## config.mk

```make
export PLATFORM = sky130hd
export DESIGN_NAME = dsp_cmd_sequencer_flat
export DESIGN_NICKNAME = d
export VERILOG_FILES = /design/src/rtl/dsp_seq_pkg.sv /design/src/rtl/dsp_seq_if.sv /design/src/rtl/dsp_seq_res_fifo.sv /design/src/rtl/dsp_cmd_sequencer.sv /design/src/flat_wrapper.sv
export SDC_FILE = /design/constraint.sdc
export NUM_CORES = 1
export LEC_CHECK = 0
export ABC_CLOCK_PERIOD_IN_PS = 3500
export CORE_MARGIN = 8
export CORE_UTILIZATION = 45
export DETAILED_ROUTE_END_ITERATION = 10
export PLACE_DENSITY = 0.77
export RECOVER_POWER = 25
export SYNTH_ARGS = -nofsm -noshare
export SYNTH_HDL_FRONTEND = slang
export SYNTH_SLANG_ARGS = --single-unit
```

## constraint.sdc

```tcl
create_clock -name CLK -period 3.5 [get_ports CLK]
set_input_delay 1.05 -clock CLK [delete_from_list [all_inputs] [get_ports CLK]]
set_output_delay 1.05 -clock CLK [all_outputs]
set_load 0.01 [all_outputs]
```

## src/rtl/dsp_seq_pkg.sv

```systemverilog
// rtl/dsp_seq_pkg.sv - shared widths, defaults and FSM encoding for the DSP command sequencer
package dsp_seq_pkg;

  localparam int OPND_W          = 18;
  localparam int C_W             = 48;
  localparam int OPMODE_W        = 8;
  localparam int LATENCY_DEFAULT = 4;
  localparam int DEPTH_DEFAULT   = 4;

  localparam logic [OPMODE_W-1:0] OPMODE_BUBBLE = 8'h00;

  typedef enum logic [1:0] {
    ST_FLUSH = 2'd0,
    ST_RUN   = 2'd1,
    ST_DRAIN = 2'd2
  } seq_state_e;

  typedef struct packed {
    logic           carryout;
    logic [C_W-1:0] p;
  } dsp_res_t;

endpackage

```

## src/rtl/dsp_seq_if.sv

```systemverilog
// rtl/dsp_seq_if.sv - command, DSP-slice and result signals of the sequencer
// master is the environment side, slave is the sequencer side.
interface dsp_seq_if;
  import dsp_seq_pkg::*;

  logic                CMD_VALID;
  logic                CMD_READY;
  logic [OPND_W-1:0]   CMD_A;
  logic [OPND_W-1:0]   CMD_B;
  logic [OPND_W-1:0]   CMD_D;
  logic [C_W-1:0]      CMD_C;
  logic [OPMODE_W-1:0] CMD_OPMODE;
  logic                CMD_CARRYIN;
  logic                FLUSH_REQ;

  logic [OPND_W-1:0]   DSP_A;
  logic [OPND_W-1:0]   DSP_B;
  logic [OPND_W-1:0]   DSP_D;
  logic [C_W-1:0]      DSP_C;
  logic [OPMODE_W-1:0] DSP_OPMODE;
  logic                DSP_CARRYIN;
  logic                DSP_CE;
  logic                DSP_RST;
  logic [C_W-1:0]      DSP_P;
  logic                DSP_CARRYOUT;

  logic                RES_VALID;
  logic                RES_READY;
  logic [C_W-1:0]      RES_P;
  logic                RES_CARRYOUT;

  modport master (
    output CMD_VALID, CMD_A, CMD_B, CMD_D, CMD_C, CMD_OPMODE, CMD_CARRYIN, FLUSH_REQ,
    output DSP_P, DSP_CARRYOUT, RES_READY,
    input  CMD_READY, DSP_A, DSP_B, DSP_D, DSP_C, DSP_OPMODE, DSP_CARRYIN, DSP_CE, DSP_RST,
    input  RES_VALID, RES_P, RES_CARRYOUT
  );

  modport slave (
    input  CMD_VALID, CMD_A, CMD_B, CMD_D, CMD_C, CMD_OPMODE, CMD_CARRYIN, FLUSH_REQ,
    input  DSP_P, DSP_CARRYOUT, RES_READY,
    output CMD_READY, DSP_A, DSP_B, DSP_D, DSP_C, DSP_OPMODE, DSP_CARRYIN, DSP_CE, DSP_RST,
    output RES_VALID, RES_P, RES_CARRYOUT
  );

endinterface

```

## src/rtl/dsp_seq_res_fifo.sv

```systemverilog
// rtl/dsp_seq_res_fifo.sv - result FIFO; a pop frees the slot so push+pop at full is accepted
module dsp_seq_res_fifo
  import dsp_seq_pkg::*;
#(
  parameter  int DEPTH = DEPTH_DEFAULT,
  localparam int AW    = (DEPTH > 1) ? $clog2(DEPTH) : 1,
  localparam int CW    = $clog2(DEPTH + 1)
) (
  input  logic          clk,
  input  logic          rst,
  input  logic          push,
  input  dsp_res_t      push_data,
  input  logic          pop,
  output dsp_res_t      head,
  output logic          empty,
  output logic [CW-1:0] count
);

  dsp_res_t      mem_q [DEPTH];
  dsp_res_t      mem_d [DEPTH];
  logic [AW-1:0] wr_ptr_q, wr_ptr_d;
  logic [AW-1:0] rd_ptr_q, rd_ptr_d;
  logic [CW-1:0] count_q, count_d;
  logic          full;
  logic          do_push;
  logic          do_pop;

  function automatic logic [AW-1:0] ptr_inc(input logic [AW-1:0] ptr);
    return (ptr == AW'(DEPTH - 1)) ? '0 : ptr + AW'(1);
  endfunction

  always_comb begin
    empty    = (count_q == '0);
    full     = (count_q == CW'(DEPTH));
    do_pop   = pop && !empty;
    do_push  = push && (!full || do_pop);
    mem_d    = mem_q;
    wr_ptr_d = wr_ptr_q;
    rd_ptr_d = rd_ptr_q;
    count_d  = count_q;
    if (do_push) begin
      mem_d[wr_ptr_q] = push_data;
      wr_ptr_d        = ptr_inc(wr_ptr_q);
    end
    if (do_pop) begin
      rd_ptr_d = ptr_inc(rd_ptr_q);
    end
    case ({do_push, do_pop})
      2'b10:   count_d = count_q + CW'(1);
      2'b01:   count_d = count_q - CW'(1);
      default: count_d = count_q;
    endcase
    head  = mem_q[rd_ptr_q];
    count = count_q;
  end

  always_ff @(posedge clk) begin
    if (rst) begin
      mem_q    <= '{default: '0};
      wr_ptr_q <= '0;
      rd_ptr_q <= '0;
      count_q  <= '0;
    end else begin
      mem_q    <= mem_d;
      wr_ptr_q <= wr_ptr_d;
      rd_ptr_q <= rd_ptr_d;
      count_q  <= count_d;
    end
  end

endmodule

```

## src/rtl/dsp_cmd_sequencer.sv

```systemverilog
// rtl/dsp_cmd_sequencer.sv - issues commands into a pipelined DSP slice and buffers tagged results
// Optional DSP_SEQ_PERF_EN enables the issue/stall counters; otherwise they read 0.
module dsp_cmd_sequencer
  import dsp_seq_pkg::*;
#(
  parameter int LATENCY = LATENCY_DEFAULT,
  parameter int DEPTH   = DEPTH_DEFAULT
) (
  input  logic        CLK,
  input  logic        RST,
  dsp_seq_if.slave    bus,
  output logic [31:0] PERF_ISSUED,
  output logic [31:0] PERF_STALL
);

  localparam int CW = $clog2(DEPTH + 1);
  localparam int SW = CW + 1;
  localparam int FW = $clog2(LATENCY + 1);

  seq_state_e          state_q, state_d;
  logic [FW-1:0]       flush_cnt_q, flush_cnt_d;
  logic [CW-1:0]       inflight_q, inflight_d;
  logic [LATENCY-1:0]  tag_q, tag_d;
  logic                dsp_vld_q, dsp_vld_d;
  logic [OPND_W-1:0]   dsp_a_q, dsp_a_d;
  logic [OPND_W-1:0]   dsp_b_q, dsp_b_d;
  logic [OPND_W-1:0]   dsp_d_q, dsp_d_d;
  logic [C_W-1:0]      dsp_c_q, dsp_c_d;
  logic [OPMODE_W-1:0] dsp_opmode_q, dsp_opmode_d;
  logic                dsp_carryin_q, dsp_carryin_d;

  logic                cmd_ready;
  logic                credit_ok;
  logic                fire;
  logic                res_push;
  dsp_res_t            res_in;
  dsp_res_t            res_head;
  logic                fifo_empty;
  logic [CW-1:0]       fifo_count;

  // Credits cover both results still in the DSP pipe and those already buffered.
  assign credit_ok = (SW'(inflight_q) + SW'(fifo_count)) < SW'(DEPTH);

  always_comb begin
    state_d     = state_q;
    flush_cnt_d = flush_cnt_q;
    cmd_ready   = 1'b0;
    case (state_q)
      ST_FLUSH: begin
        if (flush_cnt_q == FW'(LATENCY)) begin
          state_d     = ST_RUN;
          flush_cnt_d = '0;
        end else begin
          flush_cnt_d = flush_cnt_q + FW'(1);
        end
      end
      ST_RUN: begin
        cmd_ready = credit_ok;
        if (bus.FLUSH_REQ) begin
          state_d = ST_DRAIN;
        end
      end
      ST_DRAIN: begin
        if (inflight_q == '0) begin
          state_d     = ST_FLUSH;
          flush_cnt_d = '0;
        end
      end
      default: begin
        state_d     = ST_FLUSH;
        flush_cnt_d = '0;
      end
    endcase
  end

  always_comb begin
    fire          = bus.CMD_VALID && cmd_ready;
    dsp_vld_d     = fire;
    dsp_a_d       = fire ? bus.CMD_A       : '0;
    dsp_b_d       = fire ? bus.CMD_B       : '0;
    dsp_d_d       = fire ? bus.CMD_D       : '0;
    dsp_c_d       = fire ? bus.CMD_C       : '0;
    dsp_opmode_d  = fire ? bus.CMD_OPMODE  : OPMODE_BUBBLE;
    dsp_carryin_d = fire ? bus.CMD_CARRYIN : 1'b0;

    // The tag follows the operand out of the DSP_* register, so it exits exactly when P is valid.
    tag_d    = tag_q << 1;
    tag_d[0] = dsp_vld_q;
    res_push = tag_q[LATENCY-1];

    res_in.p        = bus.DSP_P;
    res_in.carryout = bus.DSP_CARRYOUT;

    case ({fire, res_push})
      2'b10:   inflight_d = inflight_q + CW'(1);
      2'b01:   inflight_d = inflight_q - CW'(1);
      default: inflight_d = inflight_q;
    endcase
  end

  always_ff @(posedge CLK) begin
    if (RST) begin
      state_q       <= ST_FLUSH;
      flush_cnt_q   <= '0;
      inflight_q    <= '0;
      tag_q         <= '0;
      dsp_vld_q     <= 1'b0;
      dsp_a_q       <= '0;
      dsp_b_q       <= '0;
      dsp_d_q       <= '0;
      dsp_c_q       <= '0;
      dsp_opmode_q  <= OPMODE_BUBBLE;
      dsp_carryin_q <= 1'b0;
    end else begin
      state_q       <= state_d;
      flush_cnt_q   <= flush_cnt_d;
      inflight_q    <= inflight_d;
      tag_q         <= tag_d;
      dsp_vld_q     <= dsp_vld_d;
      dsp_a_q       <= dsp_a_d;
      dsp_b_q       <= dsp_b_d;
      dsp_d_q       <= dsp_d_d;
      dsp_c_q       <= dsp_c_d;
      dsp_opmode_q  <= dsp_opmode_d;
      dsp_carryin_q <= dsp_carryin_d;
    end
  end

  dsp_seq_res_fifo #(
    .DEPTH (DEPTH)
  ) u_res_fifo (
    .clk       (CLK),
    .rst       (RST),
    .push      (res_push),
    .push_data (res_in),
    .pop       (bus.RES_READY),
    .head      (res_head),
    .empty     (fifo_empty),
    .count     (fifo_count)
  );

  assign bus.CMD_READY    = cmd_ready;
  assign bus.DSP_A        = dsp_a_q;
  assign bus.DSP_B        = dsp_b_q;
  assign bus.DSP_D        = dsp_d_q;
  assign bus.DSP_C        = dsp_c_q;
  assign bus.DSP_OPMODE   = dsp_opmode_q;
  assign bus.DSP_CARRYIN  = dsp_carryin_q;
  assign bus.DSP_CE       = (state_q != ST_FLUSH);
  assign bus.DSP_RST      = (state_q == ST_FLUSH);
  assign bus.RES_VALID    = !fifo_empty;
  assign bus.RES_P        = res_head.p;
  assign bus.RES_CARRYOUT = res_head.carryout;

`ifdef DSP_SEQ_PERF_EN
  logic [31:0] perf_issued_q, perf_issued_d;
  logic [31:0] perf_stall_q, perf_stall_d;

  always_comb begin
    perf_issued_d = perf_issued_q + {31'b0, fire};
    perf_stall_d  = perf_stall_q +
                    {31'b0, (state_q == ST_RUN) && bus.CMD_VALID && !cmd_ready};
  end

  always_ff @(posedge CLK) begin
    if (RST) begin
      perf_issued_q <= '0;
      perf_stall_q  <= '0;
    end else begin
      perf_issued_q <= perf_issued_d;
      perf_stall_q  <= perf_stall_d;
    end
  end

  assign PERF_ISSUED = perf_issued_q;
  assign PERF_STALL  = perf_stall_q;
`else
  assign PERF_ISSUED = '0;
  assign PERF_STALL  = '0;
`endif

endmodule

```

## src/flat_wrapper.sv

```systemverilog
// flat-port wrapper written by rule: the top's interface ports become plain ports
module dsp_cmd_sequencer_flat import dsp_seq_pkg::*;
#(
  parameter int LATENCY = LATENCY_DEFAULT,
  parameter int DEPTH   = DEPTH_DEFAULT
)
  (CLK, RST, PERF_ISSUED, PERF_STALL, bus_CMD_VALID, bus_CMD_A, bus_CMD_B, bus_CMD_D, bus_CMD_C, bus_CMD_OPMODE, bus_CMD_CARRYIN, bus_FLUSH_REQ, bus_DSP_P, bus_DSP_CARRYOUT, bus_RES_READY, bus_CMD_READY, bus_DSP_A, bus_DSP_B, bus_DSP_D, bus_DSP_C, bus_DSP_OPMODE, bus_DSP_CARRYIN, bus_DSP_CE, bus_DSP_RST, bus_RES_VALID, bus_RES_P, bus_RES_CARRYOUT);
  dsp_seq_if bus_i ();
  input  logic CLK;
  input  logic RST;
  output logic [31:0] PERF_ISSUED;
  output logic [31:0] PERF_STALL;
  input wire logic [$bits(bus_i.CMD_VALID)-1:0] bus_CMD_VALID;
  input wire logic [$bits(bus_i.CMD_A)-1:0] bus_CMD_A;
  input wire logic [$bits(bus_i.CMD_B)-1:0] bus_CMD_B;
  input wire logic [$bits(bus_i.CMD_D)-1:0] bus_CMD_D;
  input wire logic [$bits(bus_i.CMD_C)-1:0] bus_CMD_C;
  input wire logic [$bits(bus_i.CMD_OPMODE)-1:0] bus_CMD_OPMODE;
  input wire logic [$bits(bus_i.CMD_CARRYIN)-1:0] bus_CMD_CARRYIN;
  input wire logic [$bits(bus_i.FLUSH_REQ)-1:0] bus_FLUSH_REQ;
  input wire logic [$bits(bus_i.DSP_P)-1:0] bus_DSP_P;
  input wire logic [$bits(bus_i.DSP_CARRYOUT)-1:0] bus_DSP_CARRYOUT;
  input wire logic [$bits(bus_i.RES_READY)-1:0] bus_RES_READY;
  output wire logic [$bits(bus_i.CMD_READY)-1:0] bus_CMD_READY;
  output wire logic [$bits(bus_i.DSP_A)-1:0] bus_DSP_A;
  output wire logic [$bits(bus_i.DSP_B)-1:0] bus_DSP_B;
  output wire logic [$bits(bus_i.DSP_D)-1:0] bus_DSP_D;
  output wire logic [$bits(bus_i.DSP_C)-1:0] bus_DSP_C;
  output wire logic [$bits(bus_i.DSP_OPMODE)-1:0] bus_DSP_OPMODE;
  output wire logic [$bits(bus_i.DSP_CARRYIN)-1:0] bus_DSP_CARRYIN;
  output wire logic [$bits(bus_i.DSP_CE)-1:0] bus_DSP_CE;
  output wire logic [$bits(bus_i.DSP_RST)-1:0] bus_DSP_RST;
  output wire logic [$bits(bus_i.RES_VALID)-1:0] bus_RES_VALID;
  output wire logic [$bits(bus_i.RES_P)-1:0] bus_RES_P;
  output wire logic [$bits(bus_i.RES_CARRYOUT)-1:0] bus_RES_CARRYOUT;
  assign bus_i.CMD_VALID = bus_CMD_VALID;
  assign bus_i.CMD_A = bus_CMD_A;
  assign bus_i.CMD_B = bus_CMD_B;
  assign bus_i.CMD_D = bus_CMD_D;
  assign bus_i.CMD_C = bus_CMD_C;
  assign bus_i.CMD_OPMODE = bus_CMD_OPMODE;
  assign bus_i.CMD_CARRYIN = bus_CMD_CARRYIN;
  assign bus_i.FLUSH_REQ = bus_FLUSH_REQ;
  assign bus_i.DSP_P = bus_DSP_P;
  assign bus_i.DSP_CARRYOUT = bus_DSP_CARRYOUT;
  assign bus_i.RES_READY = bus_RES_READY;
  assign bus_CMD_READY = bus_i.CMD_READY;
  assign bus_DSP_A = bus_i.DSP_A;
  assign bus_DSP_B = bus_i.DSP_B;
  assign bus_DSP_D = bus_i.DSP_D;
  assign bus_DSP_C = bus_i.DSP_C;
  assign bus_DSP_OPMODE = bus_i.DSP_OPMODE;
  assign bus_DSP_CARRYIN = bus_i.DSP_CARRYIN;
  assign bus_DSP_CE = bus_i.DSP_CE;
  assign bus_DSP_RST = bus_i.DSP_RST;
  assign bus_RES_VALID = bus_i.RES_VALID;
  assign bus_RES_P = bus_i.RES_P;
  assign bus_RES_CARRYOUT = bus_i.RES_CARRYOUT;
  dsp_cmd_sequencer #(.LATENCY(LATENCY), .DEPTH(DEPTH)) u_core (.CLK(CLK), .RST(RST), .bus(bus_i), .PERF_ISSUED(PERF_ISSUED), .PERF_STALL(PERF_STALL));
endmodule
```

== Yosys cells after proc, flatten, opt, wreduce, memory -nomap -nowiden ==
Cells that the tools add are included.
Storage, ports and cells
  memory bits (read-only): 0
  word-level logic and storage cells: 85
  RAM bits: 0
  memories: 0
  register bits after elaboration: 327
  output and inout port bits: 228
  bits of input ports: 165
  bits in latches: 0
Cells by class
  magnitude comparators: 4
  $add $sub $neg: 8
  shift operators: 0
  $mul: 0
  div/mod/pow operators: 0
  mux-type cells: 18
  reduce and logical (&&, ||, !) cells: 16
  bitwise operators: 4
  eq/ne operators: 13
Operators with widths (number)
  $bwmux 196: 1
  $mux 49: 3
  $bmux 49 s2: 1
  $demux 49 s2: 1
  $pmux 3 s2: 2
  $eq 2x2->1 const B: 5
  $mux 2: 5
  $add 3x1->3 const B: 3
  $pmux 3 s3: 1
  $eq 2x1->1 const B: 3
  $eq 3x3->1 const B: 2
  $ge 3x3->1 const B: 2
  $logic_not 3->1: 2
  $mux 3: 2
  $not 2->3: 2
  $pmux 2 s3: 1
  $reduce_bool 2->1: 3
  $sub 3x1->3 const B: 2
  $add 2x1->2 const B: 2
  $add 3x3->4: 1
  $logic_and 1x1->1: 4
  $lt 4x3->1 const B: 1
  $ne 2x1->1 const B: 2
  $lt 3x1->1 const B: 1
  other kinds (9): 11

== Logic depth before layout (Yosys ltp) ==
Gate-level depths: netlist of run 1.
  depth after elaboration: 7
  mapped depth: 10
  depth with buffers taken out: 10

== By module ==
A second synthesis of run 1 with hierarchy kept.
Second synthesis, totals
  cells, all modules: 1176
  area total of the unflattened synthesis: 12951.2 µm²
By module, submodules not included
  dsp_seq_res_fifo: instances 1, sequential area each 4063.9 µm², area an instance 8738.4 µm², cells an instance 798
  dsp_cmd_sequencer: instances 1, sequential area each 2482.4 µm², area an instance 4212.8 µm², cells an instance 378

== Worst setup path before layout of run 1 ==
OpenSTA, ideal clock, no wires.
  path kind: input-to-reg
  from: input port bus_RES_READY
  to: register u_core.u_res_fifo.count_q[2] (netlist: u_core.u_res_fifo.count[2])
  library setup time: 71 ps
  data required time: 3429 ps
  data arrival time: 2920 ps
  path slack: 509 ps
  stages on the path: 9
  path buffers: 1
  path through: or4b_1 -> buf_2 -> nand2_1 -> ha_1 -> inv_1 -> fa_1 -> xor2_1 -> or3_1 -> a21oi_1
Between the ends
  longest elaborated chain between the ends: 5
  elaborated cells between the ends (all ways): 7
  classes of those cells: eq/ne: 2; mux: 1; reduce/logical: 4
Ends and longest elaborated chain
  start, declared: line flat_wrapper.sv:23  | input wire logic [$bits(bus_i.RES_READY)-1:0] bus_RES_READY;
  $logic_and 1x1->1 (*): line dsp_seq_res_fifo.sv:35  | do_pop = pop && !empty;
  $logic_or 1x1->1: line dsp_seq_res_fifo.sv:36  | do_push = push && (!full || do_pop);
  $logic_and 1x1->1: line dsp_seq_res_fifo.sv:36
  $eq 2x1->1 / $eq 2x2->1 (equally long branches): line dsp_seq_res_fifo.sv:48  | case ({do_push, do_pop})
  $pmux 3 s2 / $reduce_bool 2->1 (equally long branches)
  end signal, assigned: line dsp_seq_res_fifo.sv:67  | count_q <= count_d;
  end, declared: line dsp_seq_res_fifo.sv:23  | logic [CW-1:0] count_q, count_d;
Mark *: on every way between the ends. The rest lies on a longest branch, timed or not.
A chain may end at the register's enable or synchronous reset.

== Final worst setup path of run 1 ==
  from: register u_core.u_res_fifo.rd_ptr_q[0]
  to: output port bus_RES_P[47]
Between the ends
  longest elaborated chain between the ends: 4
Ends and longest elaborated chain
  start, declared: line dsp_seq_res_fifo.sv:22  | logic [AW-1:0] rd_ptr_q, rd_ptr_d;
  start signal, assigned: line dsp_seq_res_fifo.sv:66  | rd_ptr_q <= rd_ptr_d;
  $not 2->3 (not written as such): line dsp_seq_res_fifo.sv:53  | head = mem_q[rd_ptr_q];
  $bmux 49 s2: line dsp_seq_res_fifo.sv:53
  $mux 49 (not written as such) (2 in a row): line dsp_seq_res_fifo.sv:53
  end, declared: line flat_wrapper.sv:34  | output wire logic [$bits(bus_i.RES_P)-1:0] bus_RES_P;
No other way between the ends. The select of a mux whose other input is x is not followed.

==> impl_results.html, run 1 <==
<table>
<tr><th>Metric</th><th>Value</th></tr>
<tr><th colspan="2">Run status</th></tr>
<tr><td>Result of the run</td><td>complete, but fails checks</td></tr>
<tr><td>Violated checks</td><td>capacitance limit, slew limit</td></tr>
<tr><th colspan="2">Power and ir drop</th></tr>
<tr><td>Relative contribution of combinational cells to total power</td><td>0.048</td></tr>
<tr><td>Worst IR drop on VDD</td><td>roughly 0.39 mV</td></tr>
<tr><td>Power density over the cells</td><td>roughly 440 mW/mm2</td></tr>
<tr><td>Net Sw Frac</td><td>0.205</td></tr>
<tr><td>Switching power</td><td>about 1.6 mW</td></tr>
<tr><td>Sequential group share of total power</td><td>0.483</td></tr>
<tr><td>PnR Total Power</td><td>~7.7 mW</td></tr>
<tr><td>P_int</td><td>~6.1 mW</td></tr>
<tr><td>Part of the power in the clock network</td><td>0.469</td></tr>
<tr><td>Leak Pwr</td><td>approximately 7.4 nW</td></tr>
<tr><th colspan="2">Flow run</th></tr>
<tr><td>Max-capacitance violation count</td><td>1</td></tr>
<tr><th colspan="2">Detailed routing</th></tr>
<tr><td>Routed length on met1</td><td>~13000 um</td></tr>
<tr><td>Met3 Routed Length</td><td>3140 um</td></tr>
<tr><td>Number of vias in the routed layout</td><td>roughly 9000</td></tr>
<tr><td>Starting DRT DRC Count</td><td>345</td></tr>
<tr><td>Final routed wirelength across all metal layers</td><td>about 35000 um</td></tr>
<tr><td>DRC violations left</td><td>0</td></tr>
<tr><td>Met2 wire len</td><td>between 15000 and 20000 um</td></tr>
<tr><td>Routed wire per std cell</td><td>roughly 18 um</td></tr>
<tr><td>DR vias/cell</td><td>4.78</td></tr>
<tr><td>Top Layer Used</td><td>met5</td></tr>
<tr><td>Number of iterations in the first detailed-routing pass</td><td>4</td></tr>
<tr><td>Routed Antenna Nets</td><td>0</td></tr>
<tr><th colspan="2">Cells and area</th></tr>
<tr><td>Layout overhead on the synthesized area</td><td>36.4%</td></tr>
<tr><td>Layout cells sized above 1</td><td>0.0911</td></tr>
<tr><td>Core Util, Final</td><td>0.617</td></tr>
<tr><td>Nets</td><td>~1700</td></tr>
<tr><td>Final non-filler cell area</td><td>between 0.015 and 0.02 mm2</td></tr>
<tr><th colspan="2">Setup path</th></tr>
<tr><td>Start-to-end type of the worst setup path</td><td>flop to output port</td></tr>
<tr><td>Endpoint of the worst register-to-register path</td><td>u_core.bus.DSP_C[26]$_SDFF_PP0_</td></tr>
<tr><td>Reg2Reg Depth</td><td>5</td></tr>
<tr><td>Data required time at the worst endpoint</td><td>between 2000 and 2500 ps</td></tr>
<tr><td>Kind of end point of the critical path</td><td>output port</td></tr>
<tr><td>Crit. Startpoint</td><td>u_core.u_res_fifo.rd_ptr_q[0]$_SDFFE_PP0P_</td></tr>
<tr><td>Worst setup path end</td><td>bus_RES_P[47]</td></tr>
<tr><td>Arrival time of the worst setup path</td><td>2330 ps</td></tr>
<tr><td>Reg2Reg Setup Slack</td><td>roughly 790 ps</td></tr>
<tr><td>Crit path max fanout</td><td>31</td></tr>
<tr><td>Startpoint Class</td><td>flop</td></tr>
<tr><td>Worst R2R Start</td><td>u_core.u_res_fifo.count[2]$_SDFFE_PP0P_</td></tr>
<tr><th colspan="2">Logic synthesis</th></tr>
<tr><td>Count of flip-flops with a built-in enable after synthesis</td><td>0</td></tr>
<tr><td>Top cells by area in the synthesized netlist</td><td>dfxtp_1, mux2i_1, mux4_2</td></tr>
<tr><td>Total of flip-flops plus latches after synthesis</td><td>roughly 330</td></tr>
<tr><td>Yosys warning count</td><td>0</td></tr>
<tr><td>Mapped cell area</td><td>0.0128 mm2</td></tr>
<tr><td>Post-synthesis cell type count</td><td>38</td></tr>
<tr><td>Prevailing post-synth register cell</td><td>dfxtp_1</td></tr>
<tr><td>Share of synthesized flip-flops with an asynchronous set or reset</td><td>0</td></tr>
<tr><td>Cells after synthesis</td><td>roughly 1200</td></tr>
<tr><td>Sequential share of the synthesized area</td><td>0.510</td></tr>
<tr><td>Average footprint of a synthesized cell</td><td>11.0 um2</td></tr>
<tr><td>Area share of the leading cell type in the synthesized netlist</td><td>0.510</td></tr>
<tr><td>Library cell occupying the most area in the post-synthesis netlist</td><td>dfxtp_1</td></tr>
<tr><th colspan="2">Clock tree</th></tr>
<tr><td>Number of sinks driven by the clock tree</td><td>327</td></tr>
<tr><td>Skew-Pair Late Insertion Delay</td><td>510 ps</td></tr>
<tr><td>Cts-stage hold buffer count</td><td>0</td></tr>
<tr><td>Clk Tree Root Cell</td><td>clkbuf_16</td></tr>
<tr><td>Clk pin slew, worst setup/hold paths</td><td>~60 ps</td></tr>
<tr><td>Max Root-Sink Buffers</td><td>3</td></tr>
<tr><td>Number of clock buffers inserted by TritonCTS</td><td>36</td></tr>
<tr><td>Clock tree from TritonCTS</td><td>done</td></tr>
<tr><td>Count of H-tree levels built during CTS</td><td>2</td></tr>
<tr><th colspan="2">STA</th></tr>
<tr><td>Share of the clock period used by the worst path after layout</td><td>0.966</td></tr>
<tr><td>Count of final max-slew check failures</td><td>roughly 110</td></tr>
<tr><td>Final sum of negative setup slack</td><td>0 ps</td></tr>
<tr><td>Final setup skew</td><td>approximately 14 ps</td></tr>
<tr><td>Crit path time final</td><td>roughly 3400 ps</td></tr>
<tr><td>Worst-case headroom to the max-slew limit</td><td>-0.0764</td></tr>
<tr><td>Final setup violation count</td><td>0</td></tr>
<tr><td>Setup repair after global routing missed its margin</td><td>false</td></tr>
<tr><td>Transition time of the tightest slew-check pin</td><td>1610 ps</td></tr>
<tr><td>Peak clock frequency supported by timing</td><td>a little under 300 MHz</td></tr>
<tr><td>Final Hold Vio Count</td><td>0</td></tr>
<tr><th colspan="2">GRT</th></tr>
<tr><td>First-pass GRT wire length</td><td>about 53000 um</td></tr>
<tr><td>Largest net degree at the start of global routing</td><td>approximately 110</td></tr>
<tr><td>Initial antenna violation count</td><td>2</td></tr>
<tr><td>Total global routing overflow</td><td>0</td></tr>
<tr><td>Number of global-route vias before repair</td><td>between 9000 and 10000</td></tr>
<tr><td>Total global routing track utilization</td><td>0.196</td></tr>
<tr><th colspan="2">Placed design</th></tr>
<tr><td>I/O Buffers</td><td>328</td></tr>
<tr><td>Placed wire-length estimate after detailed placement</td><td>around 25000 um</td></tr>
<tr><td>Placed cell area</td><td>approximately 0.016 mm2</td></tr>
<tr><td>Global placer's final weighted congestion</td><td>~0.80</td></tr>
<tr><th colspan="2">Die</th></tr>
<tr><td>Chip width</td><td>185 um</td></tr>
<tr><td>Initial Utilization</td><td>0.452</td></tr>
<tr><td>Die outline area</td><td>between 0.03 and 0.04 mm2</td></tr>
<tr><td>Core footprint</td><td>around 0.028 mm2</td></tr>
<tr><td>Ports placed on the boundary</td><td>a little under 400</td></tr>
<tr><td>Site Rows</td><td>62</td></tr>
<tr><td>Chip height</td><td>around 180 um</td></tr>
<tr><th colspan="2">Hold path</th></tr>
<tr><td>Min-delay worst type</td><td>flop to flop</td></tr>
</table>
==> how the worst min path moves through the flow <==
| stage | start | end | slack, ps | cells after the start |
|---|---|---|---|---|
| global placement | u_core.tag_q[0]$_SDFF_PP0_ | u_core.tag_q[1]$_SDFF_PP0_ | 420 | 1 |
| finish | u_core.tag_q[1]$_SDFF_PP0_ | u_core.tag_q[2]$_SDFF_PP0_ | 440 | 1 |
| global route | u_core.tag_q[2]$_SDFF_PP0_ | u_core.tag_q[3]$_SDFF_PP0_ | 450 | 1 |
| detailed placement | u_core.tag_q[2]$_SDFF_PP0_ | u_core.tag_q[3]$_SDFF_PP0_ | 430 | 1 |
| CTS | u_core.tag_q[0]$_SDFF_PP0_ | u_core.tag_q[1]$_SDFF_PP0_ | 440 | 1 |
| floorplan | u_core.dsp_vld_q$_SDFF_PP0_ | u_core.tag_q[0]$_SDFF_PP0_ | 410 | 1 |
==> logic make-up (layout without fill, tap and decap cells) <==
logic type | count (synthesis) | in the layout | synth area share
buffers and inverters | 154 | 431 | 0.0682
flip-flops | 327 | 327 | 0.510
AO/OA/AOI/OAI | 21 | 21 | 0.0108
adder cells (fa/ha/maj) | 13 | 13 | 0.0138
XOR/XNOR | 4 | 4 | 0.00273
AND/OR/NAND/NOR | 398 | 398 | 0.154
other | 1 | 66 | 0.000292
multiplexers | 246 | 246 | 0.240
==> cell usage in the layout (no fill, tap or decap), types with 3 or more instances in the layout <==
master             n
clkdlybuf4s50_1  326
nor3_1             4
mux4_2            49
conb_1            64
clkbuf_1          13
and2_0            23
nand2b_1          52
or3_1              4
ha_1              11
a21oi_1            8
o31ai_1            3
clkbuf_16         37
buf_4             19
xor2_1             4
and3_1             4
dfxtp_1          325
nand2_1          198
buf_12             9
nor2_1             7
clkbuf_8           6
nor2b_1            7
and2_1            88
mux2i_1          197
inv_1             13
==> through the flow <==
stage	instances	setup WS [ps]	hold slack (ps)
after floorplan	1227	509	414
after global placement	1821	83.4	416
after detailed placement	1821	27.2	427
after CTS	1880	22.1	441
after global routing	1888	27.5	452
final	1890	118	437
==> metal layers <==
layer | global-route usage | vias up
li1 | - | 4379
met1 | 0.202 | 4320
met2 | 0.360 | 281
met3 | 0.0779 | 46
met4 | 0.0563 | 2
met5 | 0 | -
==> synthesized netlist by cell type (all sizes together) (2+ instances only) <==
library cell	n
dfxtp	327
mux2i	197
o31ai	3
fa	2
xor2	4
and3	5
mux4	49
nor2	7
and2	111
nand3	5
a31o	2
nand2b	52
clkbuf	49
nor2b	7
a32oi	2
nor3	4
nand2	198
buf	91
and4	2
inv	14
a21oi	8
ha	11
o21ai	2
or3	4
==> flip-flops by register name, indices dropped and copies added, names as in the netlist <==
signal	cells
u_core.u_res_fifo.rd_ptr_q	2
u_core.bus.DSP_C	48
u_core.bus.DSP_D	18
u_core.bus.DSP_A	18
u_core.u_res_fifo.count	3
u_core.bus.DSP_B	18
u_core.bus.DSP_OPMODE	8
u_core.inflight_q	3
u_core.flush_cnt_q	3
u_core.bus.DSP_CARRYIN	1
u_core.u_res_fifo.mem_q	196
u_core.dsp_vld_q	1
u_core.tag_q	4
u_core.u_res_fifo.wr_ptr_q	2
u_core.state_q	2
==> timing repair <==
item,4_1_cts,5_1_grt
buffers inserted,0,8
hold endpoints to repair,0,0
gates resized for setup,1,0
endpoints found under the setup margin,3,5
==> cell type report <==
class	instances	area (um2)
clock buffers	55	1050
repair buffers	358	3610
flip-flops and latches	327	6550
inverters	14	57.6
fillers	2330	10900
clock inverters	4	70.1
multi-input cells	746	5680
well taps	384	480
diodes	2	5.00
==> critical path, cell delays in order, from the launching register on <==
cell and delay, ps:
dfxtp_4 490, buf_12 270, mux4_2 560, clkdlybuf4s50_1 500
==> power by group through the flow <==
stage | clock network [mW] | registers (mW) | logic [mW]
floorplan | 0 | 3.82 | 0.187
global placement | 0 | 3.82 | 0.365
detailed placement | 0 | 3.82 | 0.369
CTS | 3.71 | 3.74 | 0.372
global route | 3.88 | 3.74 | 0.400
finish | 3.62 | 3.74 | 0.372
Note: power is estimated with default switching activity, not from simulation.
==> run 2, diff against run 1 <==
Settings changed: CORE_ASPECT_RATIO from default to 1.2, CORE_MARGIN 8 to default.
==> run 2 against run 1 <==
Against the previous run: the flow still finishes with violations (capacitance limit, slew limit); sequential power barely moved; clock skew shrank 7.8 ps; hold slack improved by 5.7 ps; total power grew 3.9%; register-to-register slack better by 160 ps; first-iteration DRC count increased by 2.3%; cell count shrank 0.79%; wire length fell by 8.5%; non-clock buffer count is 10 lower; global-route usage grew 2.0 points; clock power up 8.8%; critical path depth is 1 higher; critical endpoint is now bus_CMD_READY.
==> impl_results.html, run 2 (synthesis gave the netlist of run 1 again) <==
<table>
<tr><th>Metric</th><th>Value</th></tr>
<tr><th colspan="2">Cells and area</th></tr>
<tr><td>Filler-free cell count of the finished design</td><td>1875 (-0.79%)</td></tr>
<tr><td>Number of flip-flops in the largest register</td><td>196 (unchanged)</td></tr>
<tr><td>Top reg by flops</td><td>u_core.u_res_fifo.mem_q</td></tr>
<tr><td>Fill cell instance count of the final layout</td><td>2292 (-1.6%)</td></tr>
<tr><td>Core Util, Final</td><td>0.626 (+0.00914)</td></tr>
<tr><td>Most frequent cells in the layout</td><td>dfxtp_1, clkdlybuf4s50_1, nand2_1</td></tr>
<tr><td>Layout cells sized above 1</td><td>0.0930 (+0.00189)</td></tr>
<tr><td>Most common library cell in the layout ignoring fill and taps</td><td>dfxtp_1</td></tr>
<tr><td>Nets</td><td>1650 (-0.66%)</td></tr>
<tr><td>Layout overhead on the synthesized area</td><td>36.6% (about the same)</td></tr>
<tr><th colspan="2">Detailed routing</th></tr>
<tr><td>Number of iterations in the first detailed-routing pass</td><td>4 (unchanged)</td></tr>
<tr><td>DR vias/cell</td><td>4.83 (+1.1%)</td></tr>
<tr><td>DRC violations left</td><td>0 (unchanged)</td></tr>
<tr><td>Number of vias in the routed layout</td><td>9059 (+0.34%)</td></tr>
<tr><td>Routed wire per std cell</td><td>16.9 um (-7.8%)</td></tr>
<tr><td>Final routed wirelength across all metal layers</td><td>31800 um (-8.5%)</td></tr>
<tr><td>Routed Antenna Nets</td><td>0 (unchanged)</td></tr>
<tr><td>Starting DRT DRC Count</td><td>353 (+2.3%)</td></tr>
<tr><th colspan="2">GRT</th></tr>
<tr><td>Largest net degree at the start of global routing</td><td>122 (+8.0%)</td></tr>
<tr><td>Total global routing track utilization</td><td>0.216 (+0.0203)</td></tr>
<tr><td>Number of global-route vias before repair</td><td>9194 (-3.2%)</td></tr>
<tr><td>First-pass GRT wire length</td><td>49200 um (-6.6%)</td></tr>
<tr><td>Total global routing overflow</td><td>0 (unchanged)</td></tr>
<tr><td>Initial antenna violation count</td><td>2 (unchanged)</td></tr>
<tr><th colspan="2">Power and ir drop</th></tr>
<tr><td>Switching power</td><td>1.66 mW (+4.4%)</td></tr>
<tr><td>Sequential group share of total power</td><td>0.465 (-0.018)</td></tr>
<tr><td>PnR Total Power</td><td>8.04 mW (+3.9%)</td></tr>
<tr><td>Leak Pwr</td><td>7.46 nW (+0.33%)</td></tr>
<tr><td>Relative contribution of combinational cells to total power</td><td>0.045 (-0.003)</td></tr>
<tr><td>P_int</td><td>6.38 mW (+3.8%)</td></tr>
<tr><td>Net Sw Frac</td><td>0.207 (+0.00105)</td></tr>
<tr><td>Part of the power in the clock network</td><td>0.490 (+0.021)</td></tr>
<tr><td>Power density over the cells</td><td>459 mW/mm2 (+3.8%)</td></tr>
<tr><td>Worst IR drop on VDD</td><td>0.468 mV (+21%)</td></tr>
<tr><th colspan="2">Setup path</th></tr>
<tr><td>Startpoint Class</td><td>flop</td></tr>
<tr><td>Endpoint of the worst register-to-register path</td><td>u_core.bus.DSP_OPMODE[7]$_SDFF_PP0_</td></tr>
<tr><td>Kind of end point of the critical path</td><td>output port</td></tr>
<tr><td>Critical path, cell by cell</td><td>ha_1 &gt; nor3_1 &gt; and3_1 &gt; clkdlybuf4s50_1</td></tr>
<tr><td>Worst R2R Start</td><td>u_core.u_res_fifo.count[2]$_SDFFE_PP0P_</td></tr>
<tr><td>Data required time at the worst endpoint</td><td>2450 ps (about the same)</td></tr>
<tr><td>Arrival time of the worst setup path</td><td>2230 ps (-100 ps)</td></tr>
<tr><td>CP bufs+invs</td><td>1 (-1)</td></tr>
<tr><td>Start-to-end type of the worst setup path</td><td>flop to output port</td></tr>
<tr><td>Crit path max fanout</td><td>6 (-81%)</td></tr>
<tr><td>Slowest cell on crit path</td><td>clkdlybuf4s50_1</td></tr>
<tr><td>Slowest cell delay on critical path</td><td>590 ps (+30 ps)</td></tr>
<tr><td>Reg2Reg Setup Slack</td><td>950 ps (+160 ps)</td></tr>
<tr><td>Worst path top cell family by delay</td><td>buffers and inverters</td></tr>
<tr><td>Reg2Reg Depth</td><td>4 (-1)</td></tr>
<tr><th colspan="2">Flow run</th></tr>
<tr><td>Max-capacitance violation count</td><td>1 (unchanged)</td></tr>
<tr><th colspan="2">Die</th></tr>
<tr><td>Core footprint</td><td>0.0280 mm2 (-1.4%)</td></tr>
<tr><td>Ports placed on the boundary</td><td>393 (unchanged)</td></tr>
<tr><td>Chip height</td><td>187 um (+1.1%)</td></tr>
<tr><td>Chip width</td><td>156 um (-16%)</td></tr>
<tr><td>Site Rows</td><td>67 (+8.1%)</td></tr>
<tr><td>Initial Utilization</td><td>0.458 (+0.00634)</td></tr>
<tr><td>Die outline area</td><td>0.0292 mm2 (-15%)</td></tr>
<tr><th colspan="2">Run status</th></tr>
<tr><td>Result of the run</td><td>complete, but fails checks</td></tr>
<tr><td>Violated checks</td><td>capacitance limit, slew limit</td></tr>
<tr><th colspan="2">STA</th></tr>
<tr><td>Final setup violation count</td><td>0 (unchanged)</td></tr>
<tr><td>Final sum of negative setup slack</td><td>0 ps (unchanged)</td></tr>
<tr><td>Peak clock frequency supported by timing</td><td>305 MHz (+3.2%)</td></tr>
<tr><td>Setup repair after global routing missed its margin</td><td>false</td></tr>
<tr><td>Count of final max-slew check failures</td><td>47 (-58%)</td></tr>
<tr><td>Share of the clock period used by the worst path after layout</td><td>0.936 (-0.0302)</td></tr>
<tr><td>Worst-case headroom to the max-slew limit</td><td>-0.312 (-0.235)</td></tr>
<tr><td>Transition time of the tightest slew-check pin</td><td>1970 ps (+353 ps)</td></tr>
<tr><td>Crit path time final</td><td>3280 ps (-106 ps)</td></tr>
<tr><td>Final setup skew</td><td>6.58 ps (-7.83 ps)</td></tr>
<tr><td>Final hold slack</td><td>442 ps (+5.66 ps)</td></tr>
<tr><td>Final Hold Vio Count</td><td>0 (unchanged)</td></tr>
<tr><th colspan="2">Hold path</th></tr>
<tr><td>Worst Hold Path EP</td><td>u_core.tag_q[0]$_SDFF_PP0_</td></tr>
<tr><td>Cell depth of the worst hold path</td><td>1 (unchanged)</td></tr>
<tr><td>Launch instance of the worst min-delay path</td><td>u_core.dsp_vld_q$_SDFF_PP0_</td></tr>
<tr><td>Min-delay worst type</td><td>flop to flop</td></tr>
<tr><th colspan="2">Clock tree</th></tr>
<tr><td>Count of H-tree levels built during CTS</td><td>2 (unchanged)</td></tr>
<tr><td>Cts-stage hold buffer count</td><td>0 (unchanged)</td></tr>
<tr><td>Clock tree from TritonCTS</td><td>done</td></tr>
<tr><td>Clk pin slew, worst setup/hold paths</td><td>60 ps (about the same)</td></tr>
<tr><td>Skew-Pair Late Insertion Delay</td><td>500 ps (about the same)</td></tr>
<tr><td>Clk Tree Root Cell</td><td>clkbuf_16</td></tr>
<tr><td>Number of clock buffers inserted by TritonCTS</td><td>35 (-2.8%)</td></tr>
<tr><td>Number of sinks driven by the clock tree</td><td>327 (unchanged)</td></tr>
<tr><td>Max Root-Sink Buffers</td><td>3 (unchanged)</td></tr>
<tr><th colspan="2">Placed design</th></tr>
<tr><td>I/O Buffers</td><td>328 (unchanged)</td></tr>
<tr><td>Global placer's final weighted congestion</td><td>0.798 (-0.36%)</td></tr>
<tr><td>Placed wire-length estimate after detailed placement</td><td>22000 um (-11%)</td></tr>
<tr><td>Number of placed cells counting well taps</td><td>1809 (-0.66%)</td></tr>
</table>
run 2: changes by cell type in the layout (fill, tap and decap cells not counted), moves of 2 or more:
cell	before	now
clkbuf_1	13	2
clkdlybuf4s50_1	326	322
bufinv_16	2	5
clkinvlp_4	0	6
buf_12	9	7
clkinv_2	2	4
and2_1	88	109
and2_0	23	2
buf_4	19	8
dlygate4sd3_1	1	5
run 2: final cells by class:
class                      count  area (um2)  area share
sequential                   327        6550       0.374
multi-input combinational    746        5680       0.324
clock inverter                16         228      0.0130
clock buffer                  44        1020      0.0583
antenna                        1        2.50    0.000143
tap                          379         474      0.0271
inverter                      14        56.3     0.00321
timing repair buffer         348        3510       0.200
run 2: timing repair:
| item | in CTS | in global routing |
|---|---|---|
| resized for setup | 0 | 1 |
| endpoints found under the setup margin | 0 | 24 |
| endpoints found under the hold margin | 0 | 0 |
| buffers inserted | 0 | 5 |
run 2: worst max-delay path by stage:
stage                                                    start                                      end  cells after the start
floorplan                                        bus_RES_READY  u_core.u_res_fifo.count[2]$_SDFFE_PP0P_                      9
global placement                                 bus_RES_READY  u_core.u_res_fifo.count[2]$_SDFFE_PP0P_                      9
detailed placement                               bus_RES_READY  u_core.u_res_fifo.count[2]$_SDFFE_PP0P_                      9
CTS                 u_core.u_res_fifo.rd_ptr_q[0]$_SDFFE_PP0P_                             bus_RES_P[6]                      3
global route           u_core.u_res_fifo.count[2]$_SDFFE_PP0P_                            bus_CMD_READY                      4
finish                 u_core.u_res_fifo.count[2]$_SDFFE_PP0P_                            bus_CMD_READY                      4
run 2: power by group through the flow:
| stage | Clock, mW | Sequential, mW | Combinational, mW |
|---|---|---|---|
| finish | 3.94 | 3.74 | 0.363 |
| floorplan | 0 | 3.82 | 0.187 |
| global route | 4.18 | 3.73 | 0.392 |
| CTS | 4.02 | 3.74 | 0.366 |
| detailed placement | 0 | 3.82 | 0.364 |
| global placement | 0 | 3.82 | 0.360 |
run 2: per-stage QoR:
| stage | worst slack (ps) | cell area, um2 |
|---|---|---|
| global route | 50.4 | 17500 |
| floorplan | 509 | 13100 |
| CTS | 12.7 | 17500 |
| finish | 224 | 17500 |
| detailed placement | 82.2 | 16300 |
| global placement | 123 | 16300 |
run 2: worst register-to-register path, delay by kind of cell (launching register included):
kind          cells  cell delay, ps
simple gates      3            1810
flops             1             420
fa+ha+maj         1             260
run 2: routing by layer:
metal,global-route usage,routed length [um]
met1,0.239,12400
met5,0,11
met4,0.0735,831
met3,0.0785,2670
met2,0.379,15900
